File: src/rtl/ctrl_pkg.sv
// Shared encodings and counter widths for the game sequencing controller.
// Direction defaults match the original top-level Pac-Man build.
package ctrl_pkg;

  localparam int STATE_W = 3;
  localparam int DIR_W   = 2;
  localparam int TIMER_W = 8;
  localparam int AGE_W   = 6;
  localparam int DIV_W   = 4;
  localparam int ANIM_W  = 3;
  localparam int LIVES_W = 3;
  localparam int LEVEL_W = 8;

  localparam logic [STATE_W-1:0] ST_IDLE     = 3'd0;
  localparam logic [STATE_W-1:0] ST_READY    = 3'd1;
  localparam logic [STATE_W-1:0] ST_PLAY     = 3'd2;
  localparam logic [STATE_W-1:0] ST_DYING    = 3'd3;
  localparam logic [STATE_W-1:0] ST_CLEAR    = 3'd4;
  localparam logic [STATE_W-1:0] ST_GAMEOVER = 3'd5;

  localparam logic [DIR_W-1:0] DIR_UP    = 2'd0;
  localparam logic [DIR_W-1:0] DIR_RIGHT = 2'd1;
  localparam logic [DIR_W-1:0] DIR_LEFT  = 2'd2;
  localparam logic [DIR_W-1:0] DIR_DOWN  = 2'd3;

  function automatic logic [LEVEL_W-1:0] sat_inc_level(input logic [LEVEL_W-1:0] v);
    return (v == {LEVEL_W{1'b1}}) ? v : v + 1'b1;
  endfunction

endpackage

File: src/rtl/game_ctrl_if.sv
// Button/VGA/map-facing signal bundle of game_ctrl; master drives the inputs,
// slave is the controller side.
interface game_ctrl_if;
  import ctrl_pkg::*;

  logic [3:0]         btn;
  logic               start;
  logic               VS;
  logic               turn_ok;
  logic               fwd_ok;
  logic               pac_hit;
  logic               dots_clear;
  logic [STATE_W-1:0] state;
  logic [DIR_W-1:0]   cur_dir;
  logic [DIR_W-1:0]   req_dir;
  logic               req_valid;
  logic               frame_tick;
  logic               step;
  logic [ANIM_W-1:0]  anim_frame;
  logic [LIVES_W-1:0] lives;
  logic [LEVEL_W-1:0] level;

  modport master (
    output btn, start, VS, turn_ok, fwd_ok, pac_hit, dots_clear,
    input  state, cur_dir, req_dir, req_valid, frame_tick, step,
           anim_frame, lives, level
  );

  modport slave (
    input  btn, start, VS, turn_ok, fwd_ok, pac_hit, dots_clear,
    output state, cur_dir, req_dir, req_valid, frame_tick, step,
           anim_frame, lives, level
  );

endinterface

File: src/rtl/game_ctrl_turn_buffer.sv
// Turn-request buffer: priority-encodes buttons into a pending direction that
// commits on an open tile or ages out after TURN_HOLD play frames.
module turn_buffer
  import ctrl_pkg::*;
#(
  parameter logic [DIR_W-1:0] UP        = DIR_UP,
  parameter logic [DIR_W-1:0] RIGHT     = DIR_RIGHT,
  parameter logic [DIR_W-1:0] LEFT      = DIR_LEFT,
  parameter logic [DIR_W-1:0] DOWN      = DIR_DOWN,
  parameter int               TURN_HOLD = 8
) (
  input  logic             clk,
  input  logic             rst,
  input  logic [3:0]       btn,
  input  logic             accept,
  input  logic             play_tick,
  input  logic             turn_ok,
  input  logic             clear,
  output logic [DIR_W-1:0] cur_dir,
  output logic [DIR_W-1:0] req_dir,
  output logic             req_valid
);

  localparam logic [AGE_W-1:0] AGE_LAST = AGE_W'(TURN_HOLD - 1);

  logic [AGE_W-1:0] age;
  logic [DIR_W-1:0] press_dir;
  logic             press;

  // btn is {down, right, left, up}; priority up > left > right > down.
  always_comb begin
    press_dir = DOWN;
    if (btn[0])      press_dir = UP;
    else if (btn[1]) press_dir = LEFT;
    else if (btn[2]) press_dir = RIGHT;
  end

  assign press = accept && (btn != 4'b0000);

  always_ff @(posedge clk) begin
    if (rst) begin
      cur_dir   <= LEFT;
      req_dir   <= LEFT;
      req_valid <= 1'b0;
      age       <= '0;
    end else if (clear) begin
      cur_dir   <= LEFT;
      req_valid <= 1'b0;
      age       <= '0;
    end else if (press) begin
      // A fresh press beats any commit or ageing in the same cycle.
      req_dir   <= press_dir;
      req_valid <= 1'b1;
      age       <= '0;
    end else if (play_tick && req_valid) begin
      if (turn_ok) begin
        cur_dir   <= req_dir;
        req_valid <= 1'b0;
      end else if (age == AGE_LAST) begin
        req_valid <= 1'b0;
      end else begin
        age <= age + 1'b1;
      end
    end
  end

endmodule

File: src/rtl/game_ctrl.sv
// Game sequencing: state FSM, VS-derived frame tick, movement-step divider and
// sprite animation counter; turn requests live in turn_buffer.
module game_ctrl
  import ctrl_pkg::*;
#(
  parameter logic [DIR_W-1:0] UP           = DIR_UP,
  parameter logic [DIR_W-1:0] RIGHT        = DIR_RIGHT,
  parameter logic [DIR_W-1:0] LEFT         = DIR_LEFT,
  parameter logic [DIR_W-1:0] DOWN         = DIR_DOWN,
  parameter int               LIVES        = 3,
  parameter int               FRAME_DIV    = 1,
  parameter int               ANIM_FRAMES  = 3,
  parameter int               TURN_HOLD    = 8,
  parameter int               READY_FRAMES = 120,
  parameter int               DEATH_FRAMES = 90,
  parameter int               CLEAR_FRAMES = 120
) (
  input logic        CLK,
  input logic        RST,
  game_ctrl_if.slave bus
);

  localparam logic [TIMER_W-1:0] READY_LAST = TIMER_W'(READY_FRAMES - 1);
  localparam logic [TIMER_W-1:0] DEATH_LAST = TIMER_W'(DEATH_FRAMES - 1);
  localparam logic [TIMER_W-1:0] CLEAR_LAST = TIMER_W'(CLEAR_FRAMES - 1);
  localparam logic [DIV_W-1:0]   DIV_LAST   = DIV_W'(FRAME_DIV - 1);
  localparam logic [ANIM_W-1:0]  ANIM_LAST  = ANIM_W'(ANIM_FRAMES - 1);
  localparam logic [LIVES_W-1:0] LIVES_INIT = LIVES_W'(LIVES);

  logic               vs_q;
  logic               frame_tick_q;
  logic [STATE_W-1:0] state_q, state_d;
  logic [TIMER_W-1:0] timer_q, timer_d;
  logic [LIVES_W-1:0] lives_q, lives_d;
  logic [LEVEL_W-1:0] level_q, level_d;
  logic [DIV_W-1:0]   div_q;
  logic               step_pend_q;
  logic [ANIM_W-1:0]  anim_q;
  logic               enter_ready;
  logic               play_tick;
  logic               accept;
  logic               step_now;

  assign play_tick = frame_tick_q && (state_q == ST_PLAY);
  assign accept    = (state_q == ST_READY) || (state_q == ST_PLAY);

  always_comb begin
    state_d = state_q;
    timer_d = timer_q;
    lives_d = lives_q;
    level_d = level_q;
    if (frame_tick_q) begin
      case (state_q)
        ST_IDLE: begin
          if (bus.start) state_d = ST_READY;
        end
        ST_READY: begin
          if (timer_q == READY_LAST) state_d = ST_PLAY;
          else timer_d = timer_q + 1'b1;
        end
        ST_PLAY: begin
          if (bus.pac_hit)         state_d = ST_DYING;
          else if (bus.dots_clear) state_d = ST_CLEAR;
        end
        ST_DYING: begin
          if (timer_q == DEATH_LAST) begin
            lives_d = lives_q - 1'b1;
            state_d = (lives_q == 3'd1) ? ST_GAMEOVER : ST_READY;
          end else begin
            timer_d = timer_q + 1'b1;
          end
        end
        ST_CLEAR: begin
          if (timer_q == CLEAR_LAST) begin
            level_d = sat_inc_level(level_q);
            state_d = ST_READY;
          end else begin
            timer_d = timer_q + 1'b1;
          end
        end
        ST_GAMEOVER: begin
          if (bus.start) begin
            lives_d = LIVES_INIT;
            level_d = '0;
            state_d = ST_READY;
          end
        end
        default: state_d = ST_IDLE;
      endcase
    end
    // Each state's timer starts from zero on entry.
    if (state_d != state_q) timer_d = '0;
  end

  assign enter_ready = (state_d == ST_READY) && (state_q != ST_READY);

  always_ff @(posedge CLK) begin
    if (RST) begin
      vs_q         <= 1'b0;
      frame_tick_q <= 1'b0;
      state_q      <= ST_IDLE;
      timer_q      <= '0;
      lives_q      <= LIVES_INIT;
      level_q      <= '0;
    end else begin
      vs_q         <= bus.VS;
      frame_tick_q <= vs_q && !bus.VS;
      state_q      <= state_d;
      timer_q      <= timer_d;
      lives_q      <= lives_d;
      level_q      <= level_d;
    end
  end

  always_ff @(posedge CLK) begin
    if (RST) begin
      div_q       <= '0;
      step_pend_q <= 1'b0;
    end else begin
      step_pend_q <= play_tick && (div_q == DIV_LAST);
      if (play_tick) div_q <= (div_q == DIV_LAST) ? '0 : div_q + 1'b1;
    end
  end

  // fwd_ok is taken live so the map can judge the freshly committed cur_dir.
  assign step_now = step_pend_q && (state_q == ST_PLAY) && bus.fwd_ok;

  always_ff @(posedge CLK) begin
    if (RST) begin
      anim_q <= '0;
    end else if (enter_ready) begin
      anim_q <= '0;
    end else if (step_now) begin
      anim_q <= (anim_q == ANIM_LAST) ? '0 : anim_q + 1'b1;
    end
  end

  turn_buffer #(
    .UP        (UP),
    .RIGHT     (RIGHT),
    .LEFT      (LEFT),
    .DOWN      (DOWN),
    .TURN_HOLD (TURN_HOLD)
  ) u_turn_buffer (
    .clk       (CLK),
    .rst       (RST),
    .btn       (bus.btn),
    .accept    (accept),
    .play_tick (play_tick),
    .turn_ok   (bus.turn_ok),
    .clear     (enter_ready),
    .cur_dir   (bus.cur_dir),
    .req_dir   (bus.req_dir),
    .req_valid (bus.req_valid)
  );

  assign bus.state      = state_q;
  assign bus.frame_tick = frame_tick_q;
  assign bus.step       = step_now;
  assign bus.anim_frame = anim_q;
  assign bus.lives      = lives_q;
  assign bus.level      = level_q;

endmodule

File: src/flat_wrapper.sv
// flat-port wrapper written by rule: the top's interface ports become plain ports
module game_ctrl_flat import ctrl_pkg::*;
#(
  parameter logic [DIR_W-1:0] UP           = DIR_UP,
  parameter logic [DIR_W-1:0] RIGHT        = DIR_RIGHT,
  parameter logic [DIR_W-1:0] LEFT         = DIR_LEFT,
  parameter logic [DIR_W-1:0] DOWN         = DIR_DOWN,
  parameter int               LIVES        = 3,
  parameter int               FRAME_DIV    = 1,
  parameter int               ANIM_FRAMES  = 3,
  parameter int               TURN_HOLD    = 8,
  parameter int               READY_FRAMES = 120,
  parameter int               DEATH_FRAMES = 90,
  parameter int               CLEAR_FRAMES = 120
)
  (CLK, RST, bus_btn, bus_start, bus_VS, bus_turn_ok, bus_fwd_ok, bus_pac_hit, bus_dots_clear, bus_state, bus_cur_dir, bus_req_dir, bus_req_valid, bus_frame_tick, bus_step, bus_anim_frame, bus_lives, bus_level);
  game_ctrl_if bus_i ();
  input logic CLK;
  input logic RST;
  input wire logic [$bits(bus_i.btn)-1:0] bus_btn;
  input wire logic [$bits(bus_i.start)-1:0] bus_start;
  input wire logic [$bits(bus_i.VS)-1:0] bus_VS;
  input wire logic [$bits(bus_i.turn_ok)-1:0] bus_turn_ok;
  input wire logic [$bits(bus_i.fwd_ok)-1:0] bus_fwd_ok;
  input wire logic [$bits(bus_i.pac_hit)-1:0] bus_pac_hit;
  input wire logic [$bits(bus_i.dots_clear)-1:0] bus_dots_clear;
  output wire logic [$bits(bus_i.state)-1:0] bus_state;
  output wire logic [$bits(bus_i.cur_dir)-1:0] bus_cur_dir;
  output wire logic [$bits(bus_i.req_dir)-1:0] bus_req_dir;
  output wire logic [$bits(bus_i.req_valid)-1:0] bus_req_valid;
  output wire logic [$bits(bus_i.frame_tick)-1:0] bus_frame_tick;
  output wire logic [$bits(bus_i.step)-1:0] bus_step;
  output wire logic [$bits(bus_i.anim_frame)-1:0] bus_anim_frame;
  output wire logic [$bits(bus_i.lives)-1:0] bus_lives;
  output wire logic [$bits(bus_i.level)-1:0] bus_level;
  assign bus_i.btn = bus_btn;
  assign bus_i.start = bus_start;
  assign bus_i.VS = bus_VS;
  assign bus_i.turn_ok = bus_turn_ok;
  assign bus_i.fwd_ok = bus_fwd_ok;
  assign bus_i.pac_hit = bus_pac_hit;
  assign bus_i.dots_clear = bus_dots_clear;
  assign bus_state = bus_i.state;
  assign bus_cur_dir = bus_i.cur_dir;
  assign bus_req_dir = bus_i.req_dir;
  assign bus_req_valid = bus_i.req_valid;
  assign bus_frame_tick = bus_i.frame_tick;
  assign bus_step = bus_i.step;
  assign bus_anim_frame = bus_i.anim_frame;
  assign bus_lives = bus_i.lives;
  assign bus_level = bus_i.level;
  game_ctrl #(.UP(UP), .RIGHT(RIGHT), .LEFT(LEFT), .DOWN(DOWN), .LIVES(LIVES), .FRAME_DIV(FRAME_DIV), .ANIM_FRAMES(ANIM_FRAMES), .TURN_HOLD(TURN_HOLD), .READY_FRAMES(READY_FRAMES), .DEATH_FRAMES(DEATH_FRAMES), .CLEAR_FRAMES(CLEAR_FRAMES)) u_core (.CLK(CLK), .RST(RST), .bus(bus_i));
endmodule
File: config.mk
export PLATFORM = sky130hd
export DESIGN_NAME = game_ctrl_flat
export DESIGN_NICKNAME = d
export VERILOG_FILES = /design/src/rtl/ctrl_pkg.sv /design/src/rtl/game_ctrl_if.sv /design/src/rtl/game_ctrl_turn_buffer.sv /design/src/rtl/game_ctrl.sv /design/src/flat_wrapper.sv
export SDC_FILE = /design/constraint.sdc
export NUM_CORES = 1
export LEC_CHECK = 0
export CAP_MARGIN = 5
export CORE_MARGIN = 2
export CORE_UTILIZATION = 54
export DETAILED_ROUTE_END_ITERATION = 10
export PLACE_DENSITY = 0.8
export SLEW_MARGIN = 20
export SYNTH_ARGS = -nofsm -noshare
export SYNTH_HDL_FRONTEND = slang
export SYNTH_SLANG_ARGS = --single-unit
export TNS_END_PERCENT = 20
File: constraint.sdc
create_clock -name CLK -period 3.04 [get_ports CLK]
set_clock_uncertainty 0.2 [all_clocks]
set_input_delay 0.76 -clock CLK [delete_from_list [all_inputs] [get_ports CLK]]
set_output_delay 0.76 -clock CLK [all_outputs]
set_load 0.02 [all_outputs]
==> run metrics <==
hold path start=u_core.vs_q; Syn Inst Count=274; CP Cell Sequence=clkdlybuf4s50_1; Ports=36; Synth Area per Inst=between 8 and 9 sq um; Worst VDD drop=0.000220 V; drt via density=5.75; CP delay by family, top=buffers and inverters; first-pass GRT wire length=8690 microns; adder-cell share of the synthesized area=0.0412; Max Cap Violations=0; Setup crit end kind=primary output; status=finished, final reports clean; Post-synth EDFFs=0; cells on worst reg2reg path=5; Leakage Power=about 1.0 nW; RSZ-0062 raised after global routing=no; final core utilization=0.674; Data arrival, critical path=1700 ps; GRT Util Overall=0.212; register-to-register setup slack=660 ps; Seq/Total Area, Yosys=0.354; Num CTS Buffers=5; chip width=approximately 70 microns; most common cell after layout, fill and taps aside=dfxtp_1; minimum clock period=2660 ps; # rows=24; CTS Root Cell=clkbuf_8; Netlist cell types=64; H-tree depth=2; XOR/XNOR Fraction of Synth Area=0.0571; Worst Tran Pin Value=780 ps; # nets final=330; Worst Hold End=u_core.bus.frame_tick; fmax=0.377 GHz; DP Area=2830 sq um; switching part of the total=0.252; Worst Hold Depth=1; WP data required=2080 ps; most frequent cells in the layout=dfxtp_1, clkdlybuf4s50_1, nor2_1, a21oi_1, nand2_1; routed length per instance=roughly 14 microns; largest net degree at the start of global routing=24; Combinational Power Share=0.120; Synth Area in Compound Gates=0.188; share of cells above drive strength 1=0.113; buffers added on ports=35; final worst slack=385 ps; CP Class=reg -> out; Syn-to-layout area delta=20.7%; post-route ant nets=0; CTS sink count=43; synthesized cell area=~2400 sq um; Synth Net Count=294; Flop pwr share=0.515; routed wire length=between 5000 and 6000 microns; total gr overflow=0; worst reg2reg path startpoint=u_core.timer_q[3]; CP peak stage delay=720 ps; Max Slew Vio Count=0; DRT iter0 DRCs=78; Stages on worst setup path=1; Final period util=0.873; post-synthesis simple-gate area fraction=0.283; Placeable Area=4350 sq um; vias in the first global route=~1900; slowest CP cell=clkdlybuf4s50_1; FILL cells=385; Hold WC Path Type=reg -> reg; CTS Buffer Depth=2; # diodes=0; Synth async-reset ratio=0; part of the power in the clock network=0.365; GPL Wtd Cong=0.837; HPWL Detailed=3650 microns; TNS Setup=0 ps; CTS tree=done; TritonRoute pass-1 iters=4; final hold vios=0; Design Area, Final=about 3000 sq um; startpoint types=flip-flop; main combinational cell family by area after synthesis=simple AND/OR/NAND/NOR gates; clk_lat worst skew=300 ps; worst-path fanout max=14; WP buf/inv=1; mux contribution to synthesized area=0.0252; DR vias=2086; Starting Density=0.559; # DRC=0; register bit total from synthesis=43; Final Setup Violations=0; initial antenna violation count=0; slew margin rel.=0.479; Most used DFF post-synth=dfxtp_1; PwrDens=380 nW/um^2; cell-internal power=between 0.0008 and 0.0009 W; YS warnings=0; clock slew at reported path FFs=80 ps; R2R Path End=u_core.timer_q[2]; die area=roughly 5100 sq um; P_sw=0.000282 W; chip height=71.1 microns; DP Worst Slack=16.3 ps
==> power by group through the flow <==
| stage | Sequential [W] | Combinational [W] | Clock (W) |
|---|---|---|---|
| 2_1_floorplan | 0.000594 | 0.0000837 | 0 |
| 6_report | 0.000575 | 0.000134 | 0.000407 |
| 4_1_cts | 0.000575 | 0.000135 | 0.000416 |
| 3_5_place_dp | 0.000588 | 0.000134 | 0 |
| 5_1_grt | 0.000576 | 0.000147 | 0.000432 |
| 3_3_place_gp | 0.000588 | 0.000132 | 0 |
==> worst max-delay path by stage <==
stage / from / to / slack (ps)
after floorplan: u_core.bus.state[1] / bus_step / 630
after global placement: bus_fwd_ok / bus_step / 6
after detailed placement: bus_fwd_ok / bus_step / 20
after CTS: bus_fwd_ok / bus_step / 8
after global routing: u_core.bus.frame_tick / bus_frame_tick / 310
final: u_core.bus.frame_tick / bus_frame_tick / 380
==> cell families after synthesis <==
group / count (synthesis)
AO/OA/AOI/OAI: 59
flip-flops: 43
buffers and inverters: 27
adder cells (fa/ha/maj): 8
AND/OR/NAND/NOR: 116
multiplexers: 6
XOR/XNOR: 15
==> metal layers <==
| layer | routed length, microns | track usage |
|---|---|---|
| met2 | 2420 | 0.352 |
| met1 | 2390 | 0.279 |
| met3 | 224 | 0.0442 |
| met4 | 59 | 0.0629 |
| met5 | 0 | 0 |
==> per-stage QoR <==
stage                     hold slack (ps)  power (W)  instances
after global routing                  281    0.00115        363
after floorplan                       238   0.000678        274
after global placement                253   0.000720        355
final                                 264    0.00112        363
after CTS                             269    0.00113        363
after detailed placement              257   0.000723        355
==> layout make-up <==
cell class	count	area, sq um	share of cell area
sequential	43	861	0.293
timing repair buffer	43	413	0.141
multi-input combinational	204	1450	0.492
tap	52	65.1	0.0222
clock buffer	7	96.3	0.0328
clock inverter	1	7.51	0.00256
inverter	13	48.8	0.0166
==> synthesized netlist by cell type, drive strengths merged, types with 4 or more instances <==
cell type,instances,share of area
ha,8,0.041
nor3b,4,0.012
o31ai,4,0.012
a21oi,21,0.046
nand2b,4,0.010
nor3,13,0.029
nor2,23,0.037
xnor2,8,0.032
nand3,11,0.023
mux2i,5,0.021
or3,7,0.018
nand2,14,0.022
nand4,7,0.021
dfxtp,43,0.35
clkbuf,4,0.0062
o21ai,11,0.026
inv,13,0.020
xor2,7,0.025
nor2b,8,0.021
buf,10,0.026
==> state kept, by name, indices dropped and copies added (netlist names) <==
name / flops
u_core.bus.level: 8
u_core.timer_q: 8
u_core.u_turn_buffer.age: 6
u_core.div_q: 4
u_core.bus.anim_frame: 3
u_core.bus.lives: 3
u_core.bus.state: 3
u_core.u_turn_buffer.cur_dir: 2
u_core.u_turn_buffer.req_dir: 2
u_core.bus.frame_tick: 1
u_core.step_pend_q: 1
u_core.u_turn_buffer.req_valid: 1
u_core.vs_q: 1
==> worst register-to-register path: stages, from the launching register on <==
cell and delay (ps):
dfxtp_1 480, nor4bb_1 420, and2_1 310, a21oi_1 100, o2111ai_1 630, nor2b_1 110
==> repair_timing <==
item,4_1_cts,5_1_grt
setup endpoints to repair,0,1
hold buffers,0,0
resized for setup,0,1
setup buffers,0,0
(Power assumes the default switching activity.)
